File: config.mk
export PLATFORM = sky130hd
export DESIGN_NAME = bit_serializer_flat
export DESIGN_NICKNAME = d
export VERILOG_FILES = /design/src/rtl/bit_serializer_if.sv /design/src/rtl/bit_serializer.sv /design/src/flat_wrapper.sv
export SDC_FILE = /design/constraint.sdc
export NUM_CORES = 1
export LEC_CHECK = 0
export CORE_AREA = 10 10 47 49
export DETAILED_ROUTE_END_ITERATION = 10
export DIE_AREA = 0 0 57 59
export DONT_BUFFER_PORTS = 1
export GPL_ROUTABILITY_DRIVEN = 0
export PLACE_DENSITY = 0.63
export SLEW_MARGIN = 20
export SYNTH_ARGS = -nofsm -noshare
export SYNTH_HDL_FRONTEND = slang
export SYNTH_SLANG_ARGS = --single-unit
File: constraint.sdc
create_clock -name clk -period 2 [get_ports clk]
set_clock_uncertainty 0.15 [all_clocks]
set_input_delay 0.6 -clock clk [delete_from_list [all_inputs] [get_ports clk]]
set_output_delay 0.6 -clock clk [all_outputs]
set_load 0.02 [all_outputs]
File: src/rtl/bit_serializer_if.sv
// Handshake and serial-stream bundle for bit_serializer.
// The master side presents parallel words and the shift strobe; the slave
// side (the serializer) returns readiness, the serial bit and its status.
interface bit_serializer_if #(
    parameter int WIDTH = 8
);
    localparam int IDX_W = $clog2(WIDTH);

    logic [WIDTH-1:0] din;
    logic             din_valid;
    logic             din_ready;
    logic             shift_en;
    logic             dout;
    logic             dout_valid;
    logic             word_done;
    logic [IDX_W-1:0] bit_idx;

    modport master (
        output din, din_valid, shift_en,
        input  din_ready, dout, dout_valid, word_done, bit_idx
    );

    modport slave (
        input  din, din_valid, shift_en,
        output din_ready, dout, dout_valid, word_done, bit_idx
    );
endinterface

File: src/rtl/bit_serializer.sv
// Parallel-to-serial converter feeding a serial sequence detector.
// Words are accepted with a valid/ready handshake and shifted out one bit per
// consume (dout_valid && shift_en). The last consume of a word can reload the
// next word in the same cycle, so back-to-back words stream without a bubble.
module bit_serializer #(
    parameter int WIDTH     = 8,
    parameter int MSB_FIRST = 1,
    parameter int IDLE_BIT  = 0
) (
    input  logic           clk,
    input  logic           reset,
    bit_serializer_if.slave bus
);
    localparam int               IDX_W  = $clog2(WIDTH);
    localparam logic [IDX_W-1:0] LAST   = IDX_W'(WIDTH - 1);
    localparam logic             IDLE_B = (IDLE_BIT != 0);

    typedef enum logic {
        IDLE  = 1'b0,
        SHIFT = 1'b1
    } state_t;

    state_t           state;
    logic [WIDTH-1:0] sreg;
    logic [IDX_W-1:0] idx;

    logic             head;
    logic             last;
    logic             in_shift;
    logic             consume;
    logic             ready;
    logic             accept;
    logic [WIDTH-1:0] sreg_adv;

    // Handshake, head-bit selection and output decode; reset masks every status output.
    always_comb begin
        head     = (MSB_FIRST != 0) ? sreg[WIDTH-1] : sreg[0];
        sreg_adv = (MSB_FIRST != 0) ? {sreg[WIDTH-2:0], 1'b0}
                                    : {1'b0, sreg[WIDTH-1:1]};
        last     = (idx == LAST);
        in_shift = !reset && (state == SHIFT);
        consume  = in_shift && bus.shift_en;
        ready    = !reset && ((state == IDLE) || (last && bus.shift_en));
        accept   = bus.din_valid && ready;

        bus.din_ready  = ready;
        bus.dout_valid = in_shift;
        bus.dout       = in_shift ? head : IDLE_B;
        bus.word_done  = consume && last;
        bus.bit_idx    = in_shift ? idx : '0;
    end

    // Two-state FSM owning the shift register and bit counter.
    always_ff @(posedge clk) begin
        if (reset) begin
            state <= IDLE;
            sreg  <= '0;
            idx   <= '0;
        end else begin
            case (state)
                IDLE: begin
                    if (accept) begin
                        sreg  <= bus.din;
                        idx   <= '0;
                        state <= SHIFT;
                    end
                end
                SHIFT: begin
                    if (consume) begin
                        if (last) begin
                            idx <= '0;
                            if (accept) begin
                                sreg <= bus.din;
                            end else begin
                                sreg  <= '0;
                                state <= IDLE;
                            end
                        end else begin
                            sreg <= sreg_adv;
                            idx  <= idx + IDX_W'(1);
                        end
                    end
                end
            endcase
        end
    end
endmodule
File: src/flat_wrapper.sv
// flat-port wrapper written by rule: the top's interface ports become plain ports
module bit_serializer_flat 
#(
    parameter int WIDTH     = 8,
    parameter int MSB_FIRST = 1,
    parameter int IDLE_BIT  = 0
)
  (clk, reset, bus_din, bus_din_valid, bus_shift_en, bus_din_ready, bus_dout, bus_dout_valid, bus_word_done, bus_bit_idx);
  bit_serializer_if #(.WIDTH(WIDTH)) bus_i ();
  input  logic clk;
  input  logic reset;
  input wire logic [$bits(bus_i.din)-1:0] bus_din;
  input wire logic [$bits(bus_i.din_valid)-1:0] bus_din_valid;
  input wire logic [$bits(bus_i.shift_en)-1:0] bus_shift_en;
  output wire logic [$bits(bus_i.din_ready)-1:0] bus_din_ready;
  output wire logic [$bits(bus_i.dout)-1:0] bus_dout;
  output wire logic [$bits(bus_i.dout_valid)-1:0] bus_dout_valid;
  output wire logic [$bits(bus_i.word_done)-1:0] bus_word_done;
  output wire logic [$bits(bus_i.bit_idx)-1:0] bus_bit_idx;
  assign bus_i.din = bus_din;
  assign bus_i.din_valid = bus_din_valid;
  assign bus_i.shift_en = bus_shift_en;
  assign bus_din_ready = bus_i.din_ready;
  assign bus_dout = bus_i.dout;
  assign bus_dout_valid = bus_i.dout_valid;
  assign bus_word_done = bus_i.word_done;
  assign bus_bit_idx = bus_i.bit_idx;
  bit_serializer #(.WIDTH(WIDTH), .MSB_FIRST(MSB_FIRST), .IDLE_BIT(IDLE_BIT)) u_core (.clk(clk), .reset(reset), .bus(bus_i));
endmodule
==> reports/qor.yml <==
drt:
  drcViolationCount: 0
  top_layer: "met4"
  drtIter0Drc: 3
  first_pass_iters: 3
  wl_met1_um: 657
  drt-total-wl_mm: 1.53
  route.met2.wl_um: 698
  vias: 547
  wl_met3_um: 159
  drt.antenna.violating_nets: 0
  wl_per_cell_um: 15.3
  vias_per_cell: 5.47
synthesis:
  ys.flop_type: "dfxtp_1"
  synth_edf_count: 0
  yosysMostFrequentCell: "a21oi_1"
  synthCells: 74
  synth_common_cells: "13 x a21oi_1, 12 x dfxtp_1, 9 x nor2_1"
  yosysWarnings: 0
  ys_ff_latch: 12
  synth_top_cell_by_area: "dfxtp_1"
  synth_area_um2: 612
  async_flop_share: 0
  ys_types: 22
  syn_nets: 88
  synthTopCellsByArea: "dfxtp_1 39%, a21oi_1 11%, a211oi_1 7.4%"
  synth_area_per_cell_um2: 8.27
  netlist.area_leader.share: 0.393
  yosysSeqAreaShare: 0.393
worst_setup_path:
  worst-setup-path-type: "register to primary output"
  start_kind: "register"
  worstPathRequired_ns: 1.25
  path_common_cell: "ha_4"
  critical_path.max_fanout: 3
  crit_chain: "ha_4, ha_4, nand2_4, nor3_2, buf_4"
  arrival_ns: 1.24
  slowest_delay_ns: 0.36
  end_kind: "primary output"
  crit_path_top_delay_cell: "dfxtp_2"
timing:
  fin_hold_ws_ns: 0.230
  finalSetupViolations: 0
  setup_slack_ns: 0.0103
  grt_setup_unrepaired: "true"
  tightest_slew_ns: 0.318
  relSlewSlack: 0.788
  fin_crit_ns: 1.99
  hold_viol_final: 0
  fmax_ghz: 0.503
  slew_violations: 0
  post-route-period-util: 0.995
floorplan:
  dieHeight_um: 59
  io_pins: 19
  rows: 14
  core_area_mm2: 0.00140
  start_util: 0.437
  die-area_mm2: 0.00336
  die_x_um: 57
power_and_ir_drop:
  leakage_nw: 0.301
  power_w: 0.000550
  power_density_mw_per_mm2: 714
  peakVddDrop_uv: 387
clocking:
  clock-sinks: 12
  htreeDepth: 1
  clock_latency_ns: 0.27
  clk_pin_slew_ns: 0.08
  cts_tree: "done"
  cts_buffers: 3
  clockBufferDepth: 2
  root_buffer: "clkbuf_4"
place:
  dp_hpwl_mm: 1.07
  dp.cells: 92
  dp_worst_setup_slack_ns: 0.140
  port_buffers: 0
grt:
  antenna_found_initial: 0
  grt_max_degree: 17
  grt_pass1_wl_mm: 2.58
  track_usage: 0.0947
  grt_overflow: 0
  grt_pass1_vias: 557
layout:
  drive_above_1_share: 0.357
  fin_util: 0.549
  n_fill_cell: 149
  synthToLayoutAreaGrowth_pct: 25.8
  regArea_um2: 243
  nNetsFinal: 99
  multi_input_area_um2: 380
  instances_no_fill: 100
  num_antenna_cells: 0
outcome:
  status: "finished, final reports clean"
hold_path:
  min-delay-path-class: "input pin to register"
run:
  cap_violations: 0
[cells in the final DEF (no fill, tap or decap), types with 2 or more instances in the layout]
cell type  synthesis  routed
a21oi_1           13      12
buf_4              0      10
dfxtp_1           12      10
nor2_1             9       8
o21ai_1            6       6
a211oi_1           6       6
and2_2             0       4
nand2_1            5       4
clkbuf_4           0       3
nand3_1            2       2
ha_4               0       2
dfxtp_2            0       2
[through the flow]
step	cell area [um2]	TNS, ns
6_report	769	0
4_1_cts	748	0
3_3_place_gp	656	0
3_5_place_dp	656	0
2_1_floorplan	619	0
5_1_grt	769	-0.0919
[per-layer routing]
layer	up-vias	GRT usage
li1	281	-
met3	2	0.0451
met5	-	0
met1	249	0.106
met4	0	0.0503
met2	15	0.146
[flip-flops by register name (all words and copies together), names as in the netlist]
name	flops
u_core.sreg	8
u_core.idx	3
u_core.state	1
[final cells by class]
type / count / share of cell area
Inverter: 1 / 0.00488
Clock buffer: 4 / 0.0472
Tap cell: 16 / 0.0260
Timing Repair Buffer: 11 / 0.112
Sequential cell: 12 / 0.315
Multi-Input combinational cell: 56 / 0.494
[power breakdown]
part	internal (W)	leakage, nW	switching [W]
registers	0.000256	0.0999	0.00000918
logic	0.0000396	0.180	0.0000461
clock network	0.000111	0.0210	0.0000879
[path summary, 6_finish.rpt]
check | startpoint | endpoint | slack [ns] | cells after the start
max | u_core.idx[0]$_SDFFE_PP0P_ | bus_word_done | 0.01 | 5
min | reset | u_core.sreg[5]$_SDFFE_PP0P_ | 0.23 | 1
max reg2reg | u_core.idx[0]$_SDFFE_PP0P_ | u_core.sreg[7]$_SDFFE_PP0P_ | 0.26 | 7
min reg2reg | u_core.sreg[0]$_SDFFE_PP0P_ | u_core.sreg[0]$_SDFFE_PP0P_ | 0.31 | 2
[cells by family after synthesis]
family	after synthesis	share of synthesized area
compound gates	28	0.270
fa+ha+maj	2	0.0409
buf+inv	6	0.0654
flops	12	0.393
mux	2	0.0409
simple gates	24	0.190
[worst max-delay path: cells and delay by family (launching register included)]
kind / cells / cell delay (ns)
simple gates: 2 / 0.17
fa+ha+maj: 2 / 0.27
buf+inv: 1 / 0.17
flops: 1 / 0.36
[timing repair]
action,CTS,global route
resized for setup,8,6
buffers inserted,3,1
hold endpoints to repair,0,0
setup endpoints to repair,2,6
hold buffers,0,0
pin swaps,1,1
Note: power is estimated with default switching activity, not from simulation.
